## src/rtl/barrel_shifter_arbiter.sv

```systemverilog
// Round-robin arbiter sharing one combinational barrel shifter between the ALU pipe (A)
// and the address pipe (B), with locked bursts and a one-entry registered result buffer.
module barrel_shifter_arbiter #(
    parameter int unsigned DATA_W   = 32,
    parameter int unsigned AMT_W    = 5,
    parameter int unsigned LOCK_MAX = 8
) (
    input  logic              clk_in,
    input  logic              reset_in,
    input  logic              a_valid_in,
    input  logic              b_valid_in,
    input  logic              a_lock_in,
    input  logic              b_lock_in,
    input  logic [DATA_W-1:0] a_data_in,
    input  logic [DATA_W-1:0] b_data_in,
    input  logic [AMT_W-1:0]  a_amt_in,
    input  logic [AMT_W-1:0]  b_amt_in,
    input  logic [1:0]        a_op_in,
    input  logic [1:0]        b_op_in,
    input  logic              a_cf_in,
    input  logic              b_cf_in,
    output logic              a_ready_out,
    output logic              b_ready_out,
    output logic [DATA_W-1:0] sh_data_out,
    output logic [AMT_W-1:0]  sh_amt_out,
    output logic [1:0]        sh_op_out,
    output logic              sh_cf_out,
    input  logic [DATA_W-1:0] sh_data_in,
    input  logic              sh_cf_in,
    output logic              res_valid_out,
    output logic              res_id_out,
    output logic [DATA_W-1:0] res_data_out,
    output logic              res_cf_out,
    input  logic              res_ready_in,
    output logic              busy_out
);

    localparam int unsigned          CNT_W    = $clog2(LOCK_MAX + 1);
    localparam logic [CNT_W-1:0]     CNT_LAST = CNT_W'(LOCK_MAX - 1);

    typedef enum logic [1:0] {
        ST_ARB,
        ST_LOCK_A,
        ST_LOCK_B
    } state_t;

    state_t             r_state;
    state_t             w_state_nxt;
    logic [CNT_W-1:0]   r_lock_cnt;
    logic [CNT_W-1:0]   w_lock_cnt_nxt;
    logic               r_last_grant;   // 0 = A, 1 = B
    logic               r_res_valid;
    logic               r_res_id;
    logic [DATA_W-1:0]  r_res_data;
    logic               r_res_cf;

    logic               w_grant_a;
    logic               w_grant_b;
    logic               w_space;
    logic               w_xfer_a;
    logic               w_xfer_b;
    logic               w_xfer;
    logic               w_xfer_lock;

    always_comb begin
        w_grant_a = 1'b0;
        w_grant_b = 1'b0;
        unique case (r_state)
            ST_LOCK_A: w_grant_a = 1'b1;
            ST_LOCK_B: w_grant_b = 1'b1;
            default: begin
                if (a_valid_in && b_valid_in) begin
                    w_grant_a = r_last_grant;
                    w_grant_b = !r_last_grant;
                end else begin
                    w_grant_a = a_valid_in;
                    w_grant_b = b_valid_in;
                end
            end
        endcase
    end

    assign w_space     = !r_res_valid || res_ready_in;
    // No accept is signalled while reset is held, so a request cannot be lost to it.
    assign w_xfer_a    = w_grant_a && a_valid_in && w_space && reset_in;
    assign w_xfer_b    = w_grant_b && b_valid_in && w_space && reset_in;
    assign w_xfer      = w_xfer_a || w_xfer_b;
    assign w_xfer_lock = w_xfer_a ? a_lock_in : b_lock_in;

    assign a_ready_out = w_xfer_a;
    assign b_ready_out = w_xfer_b;

    assign sh_data_out = w_grant_b ? b_data_in : a_data_in;
    assign sh_amt_out  = w_grant_b ? b_amt_in  : a_amt_in;
    assign sh_op_out   = w_grant_b ? b_op_in   : a_op_in;
    assign sh_cf_out   = w_grant_b ? b_cf_in   : a_cf_in;

    always_comb begin
        w_state_nxt    = r_state;
        w_lock_cnt_nxt = r_lock_cnt;
        if (w_xfer) begin
            if (!w_xfer_lock || (LOCK_MAX <= 1) ||
                ((r_state != ST_ARB) && (r_lock_cnt == CNT_LAST))) begin
                w_state_nxt    = ST_ARB;
                w_lock_cnt_nxt = '0;
            end else if (r_state == ST_ARB) begin
                w_state_nxt    = w_xfer_a ? ST_LOCK_A : ST_LOCK_B;
                w_lock_cnt_nxt = CNT_W'(1);
            end else begin
                w_lock_cnt_nxt = r_lock_cnt + 1'b1;
            end
        end
    end

    always_ff @(posedge clk_in or negedge reset_in) begin
        if (!reset_in) begin
            r_state      <= ST_ARB;
            r_lock_cnt   <= '0;
            r_last_grant <= 1'b1;
            r_res_valid  <= 1'b0;
            r_res_id     <= 1'b0;
            r_res_data   <= '0;
            r_res_cf     <= 1'b0;
        end else begin
            r_state    <= w_state_nxt;
            r_lock_cnt <= w_lock_cnt_nxt;
            if (w_xfer) begin
                r_res_valid  <= 1'b1;
                r_res_id     <= w_xfer_b;
                r_res_data   <= sh_data_in;
                r_res_cf     <= sh_cf_in;
                r_last_grant <= w_xfer_b;
            end else if (res_ready_in) begin
                r_res_valid <= 1'b0;
            end
        end
    end

    assign res_valid_out = r_res_valid;
    assign res_id_out    = r_res_id;
    assign res_data_out  = r_res_data;
    assign res_cf_out    = r_res_cf;
    assign busy_out      = (r_state != ST_ARB);

endmodule

```

## config.mk

```make
export PLATFORM = sky130hd
export DESIGN_NAME = barrel_shifter_arbiter
export DESIGN_NICKNAME = d
export VERILOG_FILES = /design/src/rtl/barrel_shifter_arbiter.sv
export SDC_FILE = /design/constraint.sdc
export NUM_CORES = 1
export LEC_CHECK = 0
export CORE_MARGIN = 2
export CORE_UTILIZATION = 35
export CTS_BUF_LIST = sky130_fd_sc_hd__clkbuf_4
export CTS_CLUSTER_DIAMETER = 100
export DETAILED_ROUTE_END_ITERATION = 6
export DONT_BUFFER_PORTS = 1
export SYNTH_ARGS = -nofsm -noshare
export SYNTH_HDL_FRONTEND = slang
export SYNTH_SLANG_ARGS = --single-unit
```

## constraint.sdc

```tcl
create_clock -name clk_in -period 3.2 [get_ports clk_in]
set_input_delay 0.16 -clock clk_in [delete_from_list [all_inputs] [get_ports clk_in]]
set_output_delay 0.16 -clock clk_in [all_outputs]
set_load 0.005 [all_outputs]
```

# Word level (Yosys, flattened, before mapping)

Cells that the tools add are included.

Logic and storage cells: 46
Flip-flop bits (word level): 42

Reduce and logical (&&, ||, !) cells: 19
Multiplexer cells: 16
Eq/ne operators: 3
Add/subtract/negate cells: 1

Operator list:

| cell                | number |
|---|---|
| $mux 32             | 1 |
| $logic_and 1x1->1   | 8 |
| $mux 2              | 4 |
| $mux 4              | 2 |
| $mux 1              | 6 |
| $reduce_bool 2->1   | 3 |
| $mux 5              | 1 |
| $add 4x1->4 const B | 1 |
| $eq 4x3->1 const B  | 1 |
| $pmux 1 s2          | 2 |
| $logic_not 1->1     | 3 |
| $logic_or 1x1->1    | 3 |
| $eq 2x1->1 const B  | 1 |
| $eq 2x2->1 const B  | 1 |
| $logic_not 2->1     | 1 |
| $reduce_and 2->1    | 1 |

# Longest topological paths before layout

Depth after elaboration: 11
Mapped depth: 8
Gate-level depth less buffers: 7

# Least setup slack after synthesis

Ideal clock, no wire load.

Path kind: register -> output
Start: register r_state[0]
End: output sh_amt_out[0]
Required time: 3.040 ns
Arrival time: 1.731 ns
Stages on the path, launching flop included: 7
Slack: 1.309 ns
Path through: dfrtp_1 inv_1 ha_1 and2_1 a31oi_1 buf_2 mux2_2

Cells in the longest elaborated chain, start to end: 3

RTL lines:

| what                                            | RTL line | text |
|---|---|---|
| start: declaration                              | 47       | `state_t r_state;` |
| start signal: assignment                        | 125      | `r_state <= w_state_nxt;` |
| $eq 2x2->1 / $eq 2x1->1 (equally long branches) | 68       | `unique case (r_state)` |
| $pmux 1 s2 (*)                                  | 68       |  |
| $mux 5 (*)                                      | 94       | `assign sh_amt_out = w_grant_b ? b_amt_in : a_amt_in;` |
| end: declaration                                | 25       | `output logic [AMT_W-1:0] sh_amt_out,` |

Every way passes the cells marked *; elsewhere a longest branch is shown, timed or not.

# Final worst setup path

Start: register r_state[0]
End: output sh_data_out[22]

Cells in the longest elaborated chain, start to end: 3

RTL lines:

| what                                            | RTL line | text |
|---|---|---|
| $eq 2x2->1 / $eq 2x1->1 (equally long branches) | 68       |  |
| $pmux 1 s2 (*)                                  | 68       |  |
| $mux 32 (*)                                     | 93       | `assign sh_data_out = w_grant_b ? b_data_in : a_data_in;` |
| end: declaration                                | 24       | `output logic [DATA_W-1:0] sh_data_out,` |

Marked as above.

==> results.txt <==
vias in the first global route -> 1620
Worst EP arrival -> 2.39 ns
CP Capture Type -> primary output
setup ws final -> 0.6548 ns
Syn Std Cell Area -> 0.002271 sq mm
Slew Limit Fails -> 0
syn avg cell area -> 12.98 sq um
CP max FO -> 41
RSZ-0062 raised after global routing -> no
first-iteration detailed-routing DRC count -> 65
H-tree depth -> 2
WL/cell -> 22.80 microns
setup TNS -> 0 ns
Top FF cell, synth -> dfrtp_1
commonest non-fill, non-tap cell in the layout -> mux2_2
Bufs on Longest Clock Path -> 2
total track usage -> 0.1786
antenna violations before repair -> 0
Slew @ Worst Pin -> 0.6056 ns
Post-synth EDFFs -> 0
critical path required time -> 3.04 ns
final worst clock skew -> 0.01285 ns
Final Cell Area -> 0.002799 sq mm
diode count -> 0
clk sinks -> 42
Setup CP Type -> flip-flop to primary output
Clock Root Buffer -> clkbuf_4
Net count, final -> 337
worst min path class -> input port to flip-flop
most frequent cells in the layout -> 73 x mux2_2, 41 x dfrtp_1, 35 x dlygate4sd3_1
Die ar. -> 0.007149 sq mm
largest cells by area after synthesis -> dfrtp_1 45%, mux2_2 36%, ha_1 2.2%
CTS tree -> done
clock slew at reported path FFs -> 0.14 ns
status -> completed
GRT Residual Overflow -> 0
DRC violations left -> 0
row count -> 29
DP Worst Slack -> 0.8806 ns
routed vias/inst -> 5.364
RD Place Congestion -> 0.7044
CTS buffer count -> 5
antenna viol nets, final -> 0
Skew-Pair Late Insertion Delay -> 0.36 ns
Yosys cell types -> 29
Post-synth ARST share -> 1.000
Setup-failing EPs final -> 0
Max VDD drop -> 499.6 uV
DP HPWL -> 5.092 mm
core area -> 0.006314 sq mm
pwr/cell area -> 922.4 mW/mm^2
top cell type's share of synthesized area -> 0.4518
count of final hold-check violations -> 0
share of cells above drive strength 1 -> 0.4299
Die H -> 84.55 microns
Die W -> 84.55 microns
cell area after placement -> 0.002372 sq mm
port bufs -> 0
Initial Util -> 0.3597
Cells after Synth -> 175
Pleak -> 1.159 nW
first-pass GRT wire length -> 9.446 mm
Vias -> 1561
Area growth syn-to-layout -> 23.25%
slew margin rel. -> 0.5932
I/O pins -> 198
max_cap viols -> 0
synthesis-stage register bit count -> 42
period utilization -> 0.7954
fmax -> 392.9 MHz
Tmin final -> 2.545 ns
synthesized net count -> 299
Ys Warns -> 0
largest net degree at the start of global routing -> 43
startpoint types -> flip-flop
Seq/Total Area, Yosys -> 0.4634
drt pass-1 iters -> 4
Core Util, Final -> 0.4433
detailed-route wire length -> 6.635 mm
Post CTS Setup Buffer Count -> 0
Synth area leader -> dfrtp_1
final hold slack -> 0.009513 ns
synth_stat cells (2+ instances only):
master and n:
mux2_2 73, dfrtp_1 41, buf_2 8, inv_1 7, nand2_1 7, ha_1 4, nand3b_1 3, a21o_1 2
a21oi_2 2, a32o_1 2, and2_1 2, nand2b_1 2, nor3_1 2, nor3b_1 2, o21ai_0 2, o2bb2ai_1 2
o41ai_1 2
kinds of logic (layout without fill, tap and decap cells):
logic type               count (synthesis)  in the layout  synth area share
AND/OR/NAND/NOR                         24             24           0.06281
multiplexers                            73             73            0.3620
buffers and inverters                   15             54           0.02920
adder cells (fa/ha/maj)                  4              4           0.02204
flip-flops                              42             42            0.4634
AO/OA/AOI/OAI                           17             17           0.06061
flip-flops by register name, summed over array words and instances, names as in the netlist:
| name | cells |
|---|---|
| res_data_out | 32 |
| r_lock_cnt | 4 |
| r_state | 2 |
| r_last_grant | 1 |
| res_cf_out | 1 |
| res_id_out | 1 |
| res_valid_out | 1 |
per-stage QoR:
step	power, mW	cells
CTS	2.621	291
detailed placement	2.293	247
global placement	2.272	247
finish	2.582	291
floorplan	1.991	175
global route	2.758	291
what timing repair did:
action	CTS	global route
setup endpoints to repair	0	0
endpoints found under the hold margin	76	0
gates resized for setup	0	0
hold buffers	36	0
critical path, cell delays in order (launching register included):
cell and delay, ns:
dfrtp_1 0.40, inv_1 0.07, ha_1 0.34, and2_1 0.20, a31oi_4 0.13, buf_4 0.42, mux2_2 0.46
layer usage:
metal | up-vias | routed length, microns | part of all wire | GRT usage
met5 | - | 0 | 0 | 0
met4 | 0 | 56 | 0.0084 | 0.03896
met3 | 7 | 607 | 0.091 | 0.05605
met2 | 108 | 3525 | 0.53 | 0.3221
met1 | 736 | 2445 | 0.37 | 0.2075
li1 | 710 | - | - | -
layout make-up:
type	count	area (sq um)
timing repair buffer	39	392.9
clock inverter	3	18.77
fill	574	3515
multi-input combinational	118	1175
tap	77	96.34
clock buffer	5	37.54
sequential	42	1052
inverter	7	26.28
where the power goes:
group	internal, mW	switching, mW	total, mW
registers	0.793	0.205	0.998
clock network	0.0862	0.187	0.273
logic	0.686	0.624	1.31
path summary, 6_finish.rpt:
kind                                                 from                           end  slack [ns]  cells past startpoint
worst max register to register     r_state[0]$_DFFE_PN0P_   res_data_out[9]$_DFFE_PN0P_        0.87                      7
worst min register to register  r_lock_cnt[3]$_DFFE_PN0P_     r_lock_cnt[3]$_DFFE_PN0P_        0.53                      1
max in group asynchronous                        reset_in      r_last_grant$_DFFE_PN1P_        2.68                      2
worst max-delay path               r_state[0]$_DFFE_PN0P_               sh_data_out[22]        0.65                      6
min in group asynchronous                        reset_in  res_data_out[31]$_DFFE_PN0P_        0.24                      2
worst min-delay path                         res_ready_in     res_valid_out$_DFFE_PN0P_        0.01                      2
Note: power is estimated with default switching activity, not from simulation.
